--- config.mk ---
export PLATFORM = sky130hd
export DESIGN_NAME = rdout_wout_drain
export DESIGN_NICKNAME = d
export VERILOG_FILES = /design/src/rtl/rdout_wout_drain.sv
export SDC_FILE = /design/constraint.sdc
export NUM_CORES = 1
export LEC_CHECK = 0
export ABC_AREA = 1
export CAP_MARGIN = 10
export CORE_MARGIN = 10
export CORE_UTILIZATION = 44
export DETAILED_ROUTE_END_ITERATION = 10
export PLACE_DENSITY = 0.72
export REMOVE_ABC_BUFFERS = 1
export SLEW_MARGIN = 20
export SYNTH_ARGS = -nofsm -noshare
export SYNTH_HDL_FRONTEND = slang
export SYNTH_SLANG_ARGS = --single-unit
--- constraint.sdc ---
create_clock -name clk -period 19.3 [get_ports clk]
set_input_delay 3.86 -clock clk [delete_from_list [all_inputs] [get_ports clk]]
set_output_delay 3.86 -clock clk [all_outputs]
set_load 0.1 [all_outputs]
--- src/rtl/rdout_wout_drain.sv ---
// rtl/rdout_wout_drain.sv - snapshots trainer W_out (and est when RDOUT_DRAIN_EST_EN) and streams it word by word
// Optional macro RDOUT_DRAIN_EST_EN appends the est word as a final stream word.
module rdout_wout_drain #(
    parameter int WW = 32,
    parameter int NW = 8,
    parameter int IW = 4
) (
    input  logic             clk,
    input  logic             rst,
    input  logic             cap_req,
    input  logic [WW*NW-1:0] W_out,
    input  logic [WW-1:0]    est,
    output logic             m_valid,
    input  logic             m_ready,
    output logic [WW-1:0]    m_data,
    output logic [IW-1:0]    m_idx,
    output logic             m_last,
    output logic             busy,
    output logic             done,
    output logic             cap_drop
);

`ifdef RDOUT_DRAIN_EST_EN
    localparam int NT = NW + 1;
`else
    localparam int NT = NW;
    logic unused_est;
    assign unused_est = ^est;
`endif

    localparam logic [IW-1:0] LAST_IDX = IW'(NT - 1);

    typedef enum logic [1:0] {
        IDLE = 2'd0,
        SEND = 2'd1,
        DONE = 2'd2
    } state_t;

    state_t          state, state_n;
    logic [WW-1:0]   shadow [NT];
    logic            load;
    logic [IW-1:0]   next_idx;
    logic [WW-1:0]   sel_word;

    logic            valid_n, last_n, busy_n, done_n, drop_n;
    logic [IW-1:0]   idx_n;
    logic [WW-1:0]   data_n;

    // Word that follows the one currently presented, fetched from the snapshot.
    always_comb begin
        next_idx = m_idx + 1'b1;
        sel_word = '0;
        for (int i = 0; i < NT; i++) begin
            if (next_idx == IW'(i)) begin
                sel_word = shadow[i];
            end
        end
    end

    always_comb begin
        state_n = state;
        valid_n = m_valid;
        idx_n   = m_idx;
        data_n  = m_data;
        last_n  = m_last;
        busy_n  = busy;
        done_n  = 1'b0;
        drop_n  = cap_drop;
        load    = 1'b0;
        case (state)
            IDLE: begin
                if (cap_req) begin
                    load    = 1'b1;
                    state_n = SEND;
                    valid_n = 1'b1;
                    busy_n  = 1'b1;
                    idx_n   = '0;
                    // Snapshot is not written until this edge, so word 0 comes straight from the bus.
                    data_n  = W_out[WW-1:0];
                    last_n  = (LAST_IDX == '0);
                    drop_n  = 1'b0;
                end
            end
            SEND: begin
                if (cap_req) begin
                    drop_n = 1'b1;
                end
                if (m_valid && m_ready) begin
                    if (m_idx == LAST_IDX) begin
                        state_n = DONE;
                        valid_n = 1'b0;
                        busy_n  = 1'b0;
                        done_n  = 1'b1;
                        idx_n   = '0;
                        data_n  = '0;
                        last_n  = 1'b0;
                    end else begin
                        idx_n  = next_idx;
                        data_n = sel_word;
                        last_n = (next_idx == LAST_IDX);
                    end
                end
            end
            DONE: begin
                state_n = IDLE;
            end
            default: begin
                state_n = IDLE;
            end
        endcase
    end

    always_ff @(posedge clk or posedge rst) begin
        if (rst) begin
            state    <= IDLE;
            m_valid  <= 1'b0;
            m_idx    <= '0;
            m_data   <= '0;
            m_last   <= 1'b0;
            busy     <= 1'b0;
            done     <= 1'b0;
            cap_drop <= 1'b0;
        end else begin
            state    <= state_n;
            m_valid  <= valid_n;
            m_idx    <= idx_n;
            m_data   <= data_n;
            m_last   <= last_n;
            busy     <= busy_n;
            done     <= done_n;
            cap_drop <= drop_n;
        end
    end

    always_ff @(posedge clk or posedge rst) begin
        if (rst) begin
            for (int i = 0; i < NT; i++) begin
                shadow[i] <= '0;
            end
        end else if (load) begin
            for (int i = 0; i < NW; i++) begin
                shadow[i] <= W_out[i*WW +: WW];
            end
`ifdef RDOUT_DRAIN_EST_EN
            shadow[NW] <= est;
`endif
        end
    end

endmodule
==> metrics.csv <==
metric,value,unit
status,"complete, no violations",
layout.cells.non_filler,2658,
layout-drive-gt1-share,3.98,%
overflow,0,
area_growth,29.4,%
portBuffers,300,
ir_drop,0.0000485,V
ys_ff_latch,298,
clockRootBuffer,clkbuf_16,
hold_viol,0,
end_kind,register,
path_buf_inv,4,
vias,13400,
cts_resized,0,
crit_chain,clkdlybuf4s50_1 > nand2_1 > nor2_4 > buf_4 > nor2_4 > buf_4 > inv_2 > nand2_1 > o21ai_0,
clock-skew-final,0.0185,ns
async_flop_share,100,%
hold_path.class,register to register,
synth_common_cells,"nand2_1 (833), dfrtp_1 (298), inv_1 (231), o21ai_0 (192), nand3_1 (92)",
cpMaxStageDelayCell,inv_2,
dpl.hpwl,28.5,mm
regArea,0.00746,mm^2
fin_nets,2489,
synth_area_per_cell,7.40,um^2
max-slew-margin-rel,28.3,%
crit_arrival,6.72,ns
die_h,201,um
post_drt_wl_per_cell,17.4,um
p_leak,9.48,nW
drv_slew,0,
rows,66,
yosys_warnings,0,
die_width,201,um
grt_usage,22.3,%
drv_cap,0,
drtAntennaViolNets,0,
crit_path_max_incr_delay,0.83,ns
crit_path_max_fanout,67,
core-area,0.0325,mm^2
wl,46.1,mm
fin_tns_setup,0,ns
rrSetupSlack,15.70,ns
synth.distinct_cells,29,
multi_input_area,0.00559,mm^2
n_fill_cell,3004,
setup_viol_count_final,0,
ios,333,
yosys-top-cells-area,"dfrtp_1 (52%), nand2_1 (22%), o21ai_0 (6.6%)",
cts_setup_buffers,0,
grt_max_degree,122,
cp-start-kind,input pin,
synth_top_area_share,51.5,%
start_util,44.6,%
rsz0062_at_grt,false,
htreeDepth,2,
finalCriticalPeriod,6.31,ns
antenna_found_initial,4,
timing.fmax,158,MHz
hold_buffers,0,
period_share,32.7,%
synth_edf_count,0,
dp_cells,2596,
path_class,input pin to register,
cp_top_family,buffers and inverters,
setup_ws,12.99,ns
drt_iter0_markers,1028,
clk-insertion-delay-late,0.52,ns
worstMarginPinSlew,1.07,ns
syn_area,0.0145,mm^2
syn_inst,1955,
dr.pass1.iters,7,
grt_pass1_vias,13400,
cts_tree,built,
synth_ff_type,dfrtp_1,
grt_pass1_wl,73.3,mm
drc,0,
cts.clk_slew.worst_paths,0.05,ns
place.gp.congestion,0.813,
place_ws,12.52,ns
seq_area_frac_synth,51.5,%
p_per_area,70.7,mW/mm^2
cts_buffers,36,
cts_buffer_depth,3,
crit_required,19.71,ns
dieArea,0.0405,mm^2
clock_sinks,298,
synth_top_area_cell,dfrtp_1,
yosysMostFrequentCell,nand2_1,
viasPerCell,5.02,
## stage by stage
step                      utilization (%)  power, mW  cell area (um^2)  hold slack (ns)
after global routing                 57.7       1.37             18700            0.476
after CTS                            57.7       1.33             18700            0.466
final                                57.7       1.32             18700            0.460
after floorplan                         -      0.646             14000            0.437
after detailed placement             54.3      0.706             17600            0.453
after global placement               54.3      0.707             17600            0.448
## path summary, 6_finish.rpt
| path | startpoint | to | depth (start not counted) |
|---|---|---|---|
| max | cap_req | m_last$_DFFE_PP0P_ | 9 |
| min | shadow[12]$_DFFE_PP0P_ | shadow[12]$_DFFE_PP0P_ | 2 |
| max reg2reg | m_idx[0]$_DFFE_PP0P_ | m_data[9]$_DFFE_PP0P_ | 10 |
| min reg2reg | shadow[12]$_DFFE_PP0P_ | shadow[12]$_DFFE_PP0P_ | 2 |
| max in group asynchronous | rst | shadow[75]$_DFFE_PP0P_ | 3 |
| min in group asynchronous | rst | shadow[34]$_DFFE_PP0P_ | 2 |
## cells by family (layout without fill, tap and decap cells)
group | after synthesis | in the layout | share of synthesized area (%)
other | 0 | 4 | 0
buffers and inverters | 359 | 616 | 9.93
flip-flops | 298 | 298 | 51.5
AND/OR/NAND/NOR | 996 | 996 | 27.6
XOR/XNOR | 1 | 1 | 0.190
AO/OA/AOI/OAI | 296 | 296 | 10.3
adder cells (fa/ha/maj) | 5 | 5 | 0.432
## flip-flops by register name, summed over array words and instances, names as in the netlist
signal	count
m_last	1
m_idx	4
done	1
busy	1
cap_drop	1
state	2
m_data	32
shadow	256
## routing by layer
metal,global-route usage [%],vias up,wire (um)
li1,-,6475,-
met3,5.30,77,3600
met5,0,-,13
met1,29.1,6333,19900
met4,6.12,2,1100
met2,36.4,469,21500
## worst min-delay path, cell delays in order, from the launching register on
cell and delay, ns:
dfrtp_1 0.33, nand2_1 0.05, nand2_1 0.04
## where the power goes
part                    switching, mW  internal (mW)
clock                           0.256          0.374
sequential     0.00000000000000000510          0.625
combinational                  0.0232         0.0461
## cell usage in the layout (no fill, tap or decap), drive strengths merged
master	instances
a21oi	65
buf	13
clkbuf	54
clkdlybuf4s50	300
clkinv	3
dfrtp	298
diode	4
ha	5
inv	246
nand2	835
nand3	98
nand4	16
nor2	47
o21ai	229
o22ai	1
o31ai	1
xnor2	1
## final cells by class
class	count	area share, %
flip-flops and latches	298	39.8
multi-input cells	1298	29.9
repair buffers	313	16.6
clock buffers	54	5.61
inverters	245	4.99
well taps	442	2.95
clock inverters	4	0.167
diodes	4	0.0534
No activity file was read; power rests on OpenSTA's default activity.
